### config.mk
export PLATFORM = sky130hd
export DESIGN_NAME = seg_scan_driver
export DESIGN_NICKNAME = d
export VERILOG_FILES = /design/src/rtl/seg_scan_driver.sv
export SDC_FILE = /design/constraint.sdc
export NUM_CORES = 1
export LEC_CHECK = 0
export BUFFER_PORTS_ARGS = -buffer_cell sky130_fd_sc_hd__buf_4
export CORE_ASPECT_RATIO = 1.25
export CORE_MARGIN = 5
export CORE_UTILIZATION = 35
export DETAILED_ROUTE_END_ITERATION = 8
export GPL_TIMING_DRIVEN = 0
export HOLD_SLACK_MARGIN = 0.12
export SYNTH_ARGS = -nofsm -noshare
export SYNTH_HDL_FRONTEND = slang
export SYNTH_SLANG_ARGS = --single-unit
### constraint.sdc
create_clock -name clk -period 2.9 [get_ports clk]
set_input_delay 0.145 -clock clk [delete_from_list [all_inputs] [get_ports clk]]
set_output_delay 0.145 -clock clk [all_outputs]
set_load 0.05 [all_outputs]
### src/rtl/seg_scan_driver.sv
// rtl/seg_scan_driver.sv - four-digit seven-segment scan driver with frame-synchronous load
module seg_scan_driver #(
    parameter int SCAN_DIV     = 100000,
    parameter int BLINK_FRAMES = 125
) (
    input  logic        clk,
    input  logic        rst,
    input  logic        en,
    input  logic        ld,
    input  logic [15:0] digits,
    input  logic [3:0]  dp_mask,
    input  logic [3:0]  blink_mask,
    input  logic        lz_en,
    output logic [7:0]  led,
    output logic [3:0]  ena,
    output logic        frame_done
);

    localparam int CW = (SCAN_DIV > 1) ? $clog2(SCAN_DIV) : 1;
    localparam int FW = (BLINK_FRAMES > 1) ? $clog2(BLINK_FRAMES) : 1;
    localparam logic [CW-1:0] SCAN_LAST  = CW'(SCAN_DIV - 1);
    localparam logic [FW-1:0] FRAME_LAST = FW'(BLINK_FRAMES - 1);

    logic [CW-1:0] scan_cnt;
    logic [FW-1:0] frame_cnt;
    logic [1:0]    idx;
    logic          blink_phase;

    logic [15:0]   sh_digits;
    logic [3:0]    sh_dp;
    logic [3:0]    sh_blink;
    logic          sh_lz;

    logic [15:0]   pd_digits;
    logic [3:0]    pd_dp;
    logic [3:0]    pd_blink;
    logic          pd_lz;
    logic          pend;

    logic          terminal;
    logic          wrap;
    logic [3:0]    code [4];
    logic [3:0]    lead_zero;
    logic [3:0]    cur_code;
    logic          suppress;
    logic [7:0]    seg_next;

    function automatic logic [7:0] seg_map(input logic [3:0] c);
        logic [7:0] s;
        case (c)
            4'h0:    s = 8'hFC;
            4'h1:    s = 8'h60;
            4'h2:    s = 8'hDA;
            4'h3:    s = 8'hF2;
            4'h4:    s = 8'h66;
            4'h5:    s = 8'hB6;
            4'h6:    s = 8'hBE;
            4'h7:    s = 8'hE0;
            4'h8:    s = 8'hFE;
            4'h9:    s = 8'hF6;
            4'hA:    s = 8'h02;
            4'hB:    s = 8'h00;
            4'hC:    s = 8'h9C;
            4'hD:    s = 8'h7A;
            4'hE:    s = 8'h9E;
            default: s = 8'h8E;
        endcase
        return s;
    endfunction

    assign terminal = (scan_cnt == SCAN_LAST);
    assign wrap     = terminal && (idx == 2'd0);

    // lead_zero[i]: digit i and every digit to its left hold code 0
    always_comb begin
        for (int i = 0; i < 4; i++) begin
            code[i] = sh_digits[i*4 +: 4];
        end
        lead_zero    = 4'b0000;
        lead_zero[3] = (code[3] == 4'h0);
        for (int i = 2; i >= 0; i--) begin
            lead_zero[i] = lead_zero[i+1] && (code[i] == 4'h0);
        end
    end

    always_comb begin
        cur_code = code[idx];
        suppress = sh_lz && (idx != 2'd0) && lead_zero[idx];
        seg_next = 8'h00;
        if (!(blink_phase && sh_blink[idx])) begin
            seg_next = (suppress ? 8'h00 : seg_map(cur_code)) | {7'b0, sh_dp[idx]};
        end
    end

    always_ff @(posedge clk or negedge rst) begin
        if (!rst) begin
            led         <= 8'h00;
            ena         <= 4'b0000;
            frame_done  <= 1'b0;
            idx         <= 2'd3;
            scan_cnt    <= '0;
            frame_cnt   <= '0;
            blink_phase <= 1'b0;
            sh_digits   <= 16'hBBBB;
            sh_dp       <= 4'b0000;
            sh_blink    <= 4'b0000;
            sh_lz       <= 1'b0;
            pd_digits   <= 16'hBBBB;
            pd_dp       <= 4'b0000;
            pd_blink    <= 4'b0000;
            pd_lz       <= 1'b0;
            pend        <= 1'b0;
        end else begin
            frame_done <= 1'b0;
            if (!en) begin
                led         <= 8'h00;
                ena         <= 4'b0000;
                idx         <= 2'd3;
                scan_cnt    <= '0;
                frame_cnt   <= '0;
                blink_phase <= 1'b0;
                // Dark display cannot tear, so loads bypass the pending stage
                if (ld) begin
                    sh_digits <= digits;
                    sh_dp     <= dp_mask;
                    sh_blink  <= blink_mask;
                    sh_lz     <= lz_en;
                end
            end else begin
                led <= seg_next;
                ena <= 4'b0001 << idx;
                if (terminal) begin
                    scan_cnt <= '0;
                    idx      <= idx - 2'd1;
                end else begin
                    scan_cnt <= scan_cnt + 1'b1;
                end
                if (wrap) begin
                    frame_done <= 1'b1;
                    if (frame_cnt == FRAME_LAST) begin
                        frame_cnt   <= '0;
                        blink_phase <= ~blink_phase;
                    end else begin
                        frame_cnt <= frame_cnt + 1'b1;
                    end
                    pend <= 1'b0;
                    if (ld) begin
                        sh_digits <= digits;
                        sh_dp     <= dp_mask;
                        sh_blink  <= blink_mask;
                        sh_lz     <= lz_en;
                    end else if (pend) begin
                        sh_digits <= pd_digits;
                        sh_dp     <= pd_dp;
                        sh_blink  <= pd_blink;
                        sh_lz     <= pd_lz;
                    end
                end else if (ld) begin
                    pd_digits <= digits;
                    pd_dp     <= dp_mask;
                    pd_blink  <= blink_mask;
                    pd_lz     <= lz_en;
                    pend      <= 1'b1;
                end
            end
        end
    end

endmodule

Word level (Yosys, flattened, before mapping)
Memories as Yosys holds them, arrays and structs flattened.
Cells that the tools add are included.
Widths: inputs -> output; s select.
{"block": "word_totals", "out_inout_bits": 13, "romBits": 112, "wordCells": 100, "input_bits": 29, "regBits": 91, "memories": 1}
{"block": "classes", "mux": 48, "n_reduce_logical": 19, "order_cmp": 2, "bitwise_logic": 4, "n_addsub": 3, "eq_ne": 6, "shift": 1}
{"memory": "(name not given)", "words": 16, "width": 7, "read_ports": 1, "rd_ports_with_merged_regs": 0, "write_ports": 0, "line_no": "50", "text": "case (c)"}
{"op": "$mux 16", "n": 5}
{"op": "$mux 4", "n": 13}
{"op": "$mux 17", "n": 2}
{"op": "$mux 8", "n": 4}
{"op": "$mux 7", "n": 3}
{"op": "$add 17x1->17 const B", "n": 1}
{"op": "$eq 17x17->1 const B", "n": 1}
{"op": "$logic_not 4->1", "n": 4}
{"op": "$mux 1", "n": 15}
{"op": "$bmux 4 s2", "n": 1}
{"op": "$or 8x1->8", "n": 1}
{"op": "$add 7x1->7 const B", "n": 1}
{"op": "$eq 7x7->1 const B", "n": 1}
{"op": "$logic_and 1x1->1", "n": 7}
{"op": "$bmux 1 s2", "n": 3}
{"op": "$ne 2x1->1 const B", "n": 3}
{"op": "$reduce_and 3->1", "n": 2}
{"op": "$reduce_bool 2->1", "n": 3}
{"op": "$mux 2", "n": 2}
{"op": "$reduce_and 2->1", "n": 2}
{"op": "$shl 1x2->4 const A", "n": 1}
{"op": "$ge 3x3->1 const B", "n": 1}
{"op": "$lt 2x3->1 const B", "n": 1}
{"op": "$ne 3x3->1 const B", "n": 1}
{"op": "4 further kinds", "n": 5}

Longest topological paths before layout
{"block": "logic_depth", "depth_word": 11, "depth_mapped": 9, "ltp_nobuf": 7}

Worst setup path before layout
Ideal clock, no wire load.
{"block": "synth_timing", "path_kind": "register -> register", "startpoint": "reg idx[0]", "endpoint": "reg sh_blink[3]", "path_slack_ps": 786, "period_less_slack_ps": 2114, "arrival_time_ps": 1996, "path_stages_with_launch": 10, "n_path_buf": 3, "setup_time_ps": 119, "t_required_ps": 2781, "cell_sequence": "dfstp_2 > buf_2 > inv_1 > ha_1 > inv_1 > nor4_1 > buf_2 > buf_4 > o32a_1 > o21a_1"}
{"block": "synth_between", "elab_chain_len": 4, "elab_cells_between_ends": 5, "cone_classes": "2 x eq/ne; 3 x reduce/logical"}
{"item": "start: declaration", "line_no": "26", "text": "logic [1:0] idx;"}
{"item": "start signal: assignment", "line_no": "134", "text": "idx <= idx - 2'd1;"}
{"item": "$logic_not 2->1 (*)", "line_no": "72", "text": "assign wrap = terminal && (idx == 2'd0);"}
{"item": "$logic_and 1x1->1 (*)", "line_no": "72"}
{"item": "$ne 3x3->1 (no line) / $ne 2x1->1 (equally long branches)"}
{"item": "$reduce_and 3->1 (no line) (*)"}
{"item": "end signal: assignment", "line_no": "126", "text": "sh_blink <= blink_mask;"}
{"item": "end signal: assignment", "line_no": "150", "text": "sh_blink <= blink_mask;"}
{"item": "end signal: assignment", "line_no": "155", "text": "sh_blink <= pd_blink;"}
{"item": "end: declaration", "line_no": "31", "text": "logic [3:0] sh_blink;"}
Every way passes the cells marked *; elsewhere a longest branch is shown, timed or not.
A chain may end at the register's enable or synchronous reset.

Final worst setup path
{"block": "layout_timing", "startpoint": "reg idx[0]", "endpoint": "reg sh_digits[12]"}
{"block": "layout_between", "elab_chain_len": 4, "elab_cells_between_ends": 5, "cone_classes": "2 x eq/ne; 3 x reduce/logical"}
{"item": "$logic_not 2->1 (*)", "line_no": "72"}
{"item": "$logic_and 1x1->1 (*)", "line_no": "72"}
{"item": "$ne 3x3->1 (no line) / $ne 2x1->1 (equally long branches)"}
{"item": "$reduce_and 3->1 (no line) (*)"}
{"item": "end signal: assignment", "line_no": "124", "text": "sh_digits <= digits;"}
{"item": "end signal: assignment", "line_no": "148", "text": "sh_digits <= digits;"}
{"item": "end signal: assignment", "line_no": "153", "text": "sh_digits <= pd_digits;"}
{"item": "end: declaration", "line_no": "29", "text": "logic [15:0] sh_digits;"}
Marked as above.

==> out/qor.yml <==
cts:
  cts_max_level: 3
  cts_buffers: 9
  cts-root-buf: "clkbuf_16"
  cts_setup_buffers: 0
  cts_tree: "done"
  max-clock-path-buffers: 2
  path_clk_slew_ps: 70
  cts.sinks: 91
  clk_latency_ps: 350
finish:
  n_fill_cell: 1261
  fin_area_sq_um: 5760
  post-route-util_pct: 43.7
  seq_area_sq_um: 2310
  instances_no_fill: 641
  multi_input_area_sq_um: 2140
  area_growth_pct: 23.9
  final_cell_mix: "65 x dfrtp_1, 42 x buf_4, 29 x nor2_1"
  fin_nets: 508
  n_antenna_cell: 0
  final_common_cell: "dfrtp_1"
  drive_gt1_share_pct: 30.9
sta:
  slew_viol_final: 0
  final_hold_viol_count: 0
  rsz0062_at_grt: "no"
  timing.hold.ws_ps: 415
  min_period_ps: 2640
  timing.setup.tns_ps: 0
  worst_slack_ps: 258
  max_freq_mhz: 379
  worst_slew_margin_rel_pct: 23.1
  worst_clock_skew_ps: 9.44
  worstMarginPinSlew_ps: 1150
  setup_viol: 0
  finalCritPeriodShare_pct: 91.1
route:
  detail-route-antenna-nets: 0
  vias_per_cell: 5.15
  wire_per_inst_um: 16.4
  dr.pass1.iters: 4
  drt-total-wl_um: 10500
  drc: 0
  drt_iter0_markers: 131
  via_count: 3303
die:
  die_area_sq_um: 15700
  rows: 47
  die_h_um: 139
  die_w_um: 113
  start_util_pct: 35.3
  pin_count: 42
  coreArea_sq_um: 13200
setup_path:
  cp_data_required_time_ps: 3190
  crit_type: "register to register"
  crit_path_max_incr_delay_ps: 640
  arrival_ps: 2940
  cp_cell_sequence: "buf_2 -> inv_1 -> ha_1 -> a41oi_1 -> buf_2 -> o32a_1 -> o21a_1"
  path_common_cell: "buf_2"
  critPathLaunch: "idx[0]"
  cp_slowest_cell: "a41oi_1"
  setup.worst_path.start_class: "register"
  rr_startpoint: "idx[0]"
  end_kind: "register"
  path_max_fanout: 10
placed_design:
  port_buffers: 41
  placed_area_sq_um: 5170
  dp_cells: 599
  pre_cts_ws_ps: 278
  gp_congestion: 0.798
  post-dp-hpwl_um: 7420
yosys:
  synth_nets: 430
  synth_warnings: 0
  synth-compound-area-share_pct: 13.3
  synth_top_family_by_area: "simple AND/OR/NAND/NOR gates"
  synth-adder-area-share_pct: 3.77
  avgSynthCellArea_sq_um: 12.0
  synth_async_sr_flop_share_pct: 100
  synthCells: 387
  synth_edf_count: 0
  muxShareOfSynthArea_pct: 11.9
  synth-simple-area-share_pct: 14.0
  ys_ff_latch: 91
  synthFlopType: "dfrtp_1"
  synth_area_sq_um: 4650
  yosys.cell_types.count: 59
  synthXorXnorAreaFrac_pct: 3.01
  ys_seq_area_share_pct: 49.7
power_and_ir_drop:
  ir_drop_v: 0.000251
  power_frac_clock_pct: 39.0
  power_density_nw_per_um2: 577
  power_frac_seq_pct: 45.3
  switchingPower_mw: 0.847
  p_total_mw: 3.32
  p_leak_nw: 2.43
  internal-power_mw: 2.48
  pwr-share-comb_pct: 15.8
  p_sw_share_pct: 25.5
global_routing:
  grt.overflow.total: 0
  grt.total_usage_pct: 14.1
  antenna_found_initial: 0
  grt_pass1_vias: 3509
  grt_first_pass_wirelength_um: 17600
  grt_start_max_net_pins: 92
flow_run:
  maxCapViolations: 0
outcome:
  outcome: "finished, final reports clean"
worst_hold_path:
  hold_start: "en"
  worstHoldPathType: "input pin to register"
critical path: cells and delay by family, from the launching register on:
family	cells	cell delay [ps]
buffers and inverters	3	780
flip-flops	1	550
adder cells (fa/ha/maj)	1	310
AO/OA/AOI/OAI	3	950
what timing repair did:
| item | in CTS | in global routing |
|---|---|---|
| resized for setup | 0 | 0 |
| endpoints found under the setup margin | 0 | 0 |
| hold endpoints to repair | 95 | 0 |
| hold buffers | 26 | 0 |
worst paths after layout:
kind	to	slack, ps	cells after the start
setup / recovery	sh_digits[12]	260	7
hold / removal	frame_cnt[0]	410	4
setup reg to reg	sh_digits[12]	260	7
hold reg to reg	scan_cnt[0]	490	1
max in group asynchronous	sh_dp[3]	1590	2
min in group asynchronous	led[6]	540	2
sequential cells by signal, summed over array words and instances (netlist names), 2 cells and up:
| name | count |
|---|---|
| scan_cnt | 17 |
| pd_digits | 16 |
| sh_digits | 16 |
| led | 8 |
| frame_cnt | 7 |
| ena | 4 |
| pd_blink | 4 |
| pd_dp | 4 |
| sh_blink | 4 |
| sh_dp | 4 |
| idx | 2 |
kinds of logic (layout without fill, tap and decap cells):
kind of cell	count (synthesis)	in the layout
AND/OR/NAND/NOR	116	116
buffers and inverters	36	119
XOR/XNOR	16	16
adder cells (fa/ha/maj)	14	14
AO/OA/AOI/OAI	77	77
flip-flops	91	91
multiplexers	37	37
cell type report:
class                   count  area share [%]
repair buffers             67            9.86
clock buffers              10            4.15
plain buffers              22            2.61
flip-flops and latches     91            40.1
clock inverters             6            1.54
multi-input cells         260            37.1
inverters                  14           0.912
well taps                 171            3.71
synth_stat cells (3+ instances only):
master    number  area share, %
a211oi_1       3           0.48
and3_1         4           0.54
clkbuf_1       8           0.65
mux2i_1        5            1.1
dfrtp_1       65             35
nor2_1        29            2.3
a21oi_1        7           0.75
buf_6          3           0.73
and2_1         6           0.81
dfstp_2       26             15
ha_1          14            3.8
o21a_1        22            3.6
nor4_1         5           0.67
xor2_1         7            1.3
xnor2_1        9            1.7
o32ai_1        4           0.75
o21ai_0        4           0.43
o211ai_1       3           0.48
or2_2          5           0.67
nand2_1       18            1.5
nand2b_1       4           0.54
mux2_4        20            6.5
nand4_1        4           0.54
nand3_1       19            2.0
inv_1         14            1.1
o32a_1        20            4.3
mux4_2         6            2.9
buf_2          7           0.75
mux2_2         6            1.5
power by group through the flow:
stage | Clock (mW) | Sequential, mW | Combinational [mW]
floorplan | 0 | 1.56 | 0.297
global placement | 0 | 1.52 | 0.490
detailed placement | 0 | 1.52 | 0.500
CTS | 1.32 | 1.50 | 0.530
global route | 1.37 | 1.52 | 0.573
finish | 1.30 | 1.50 | 0.524
layer usage:
metal	part of all wire [%]	vias to the layer above	GRT usage (%)
met4	2.5	0	6.58
met2	50	59	23.8
met3	3.7	17	3.14
met1	43	1653	16.8
li1	-	1574	-
met5	0	-	0
(Power assumes the default switching activity.)
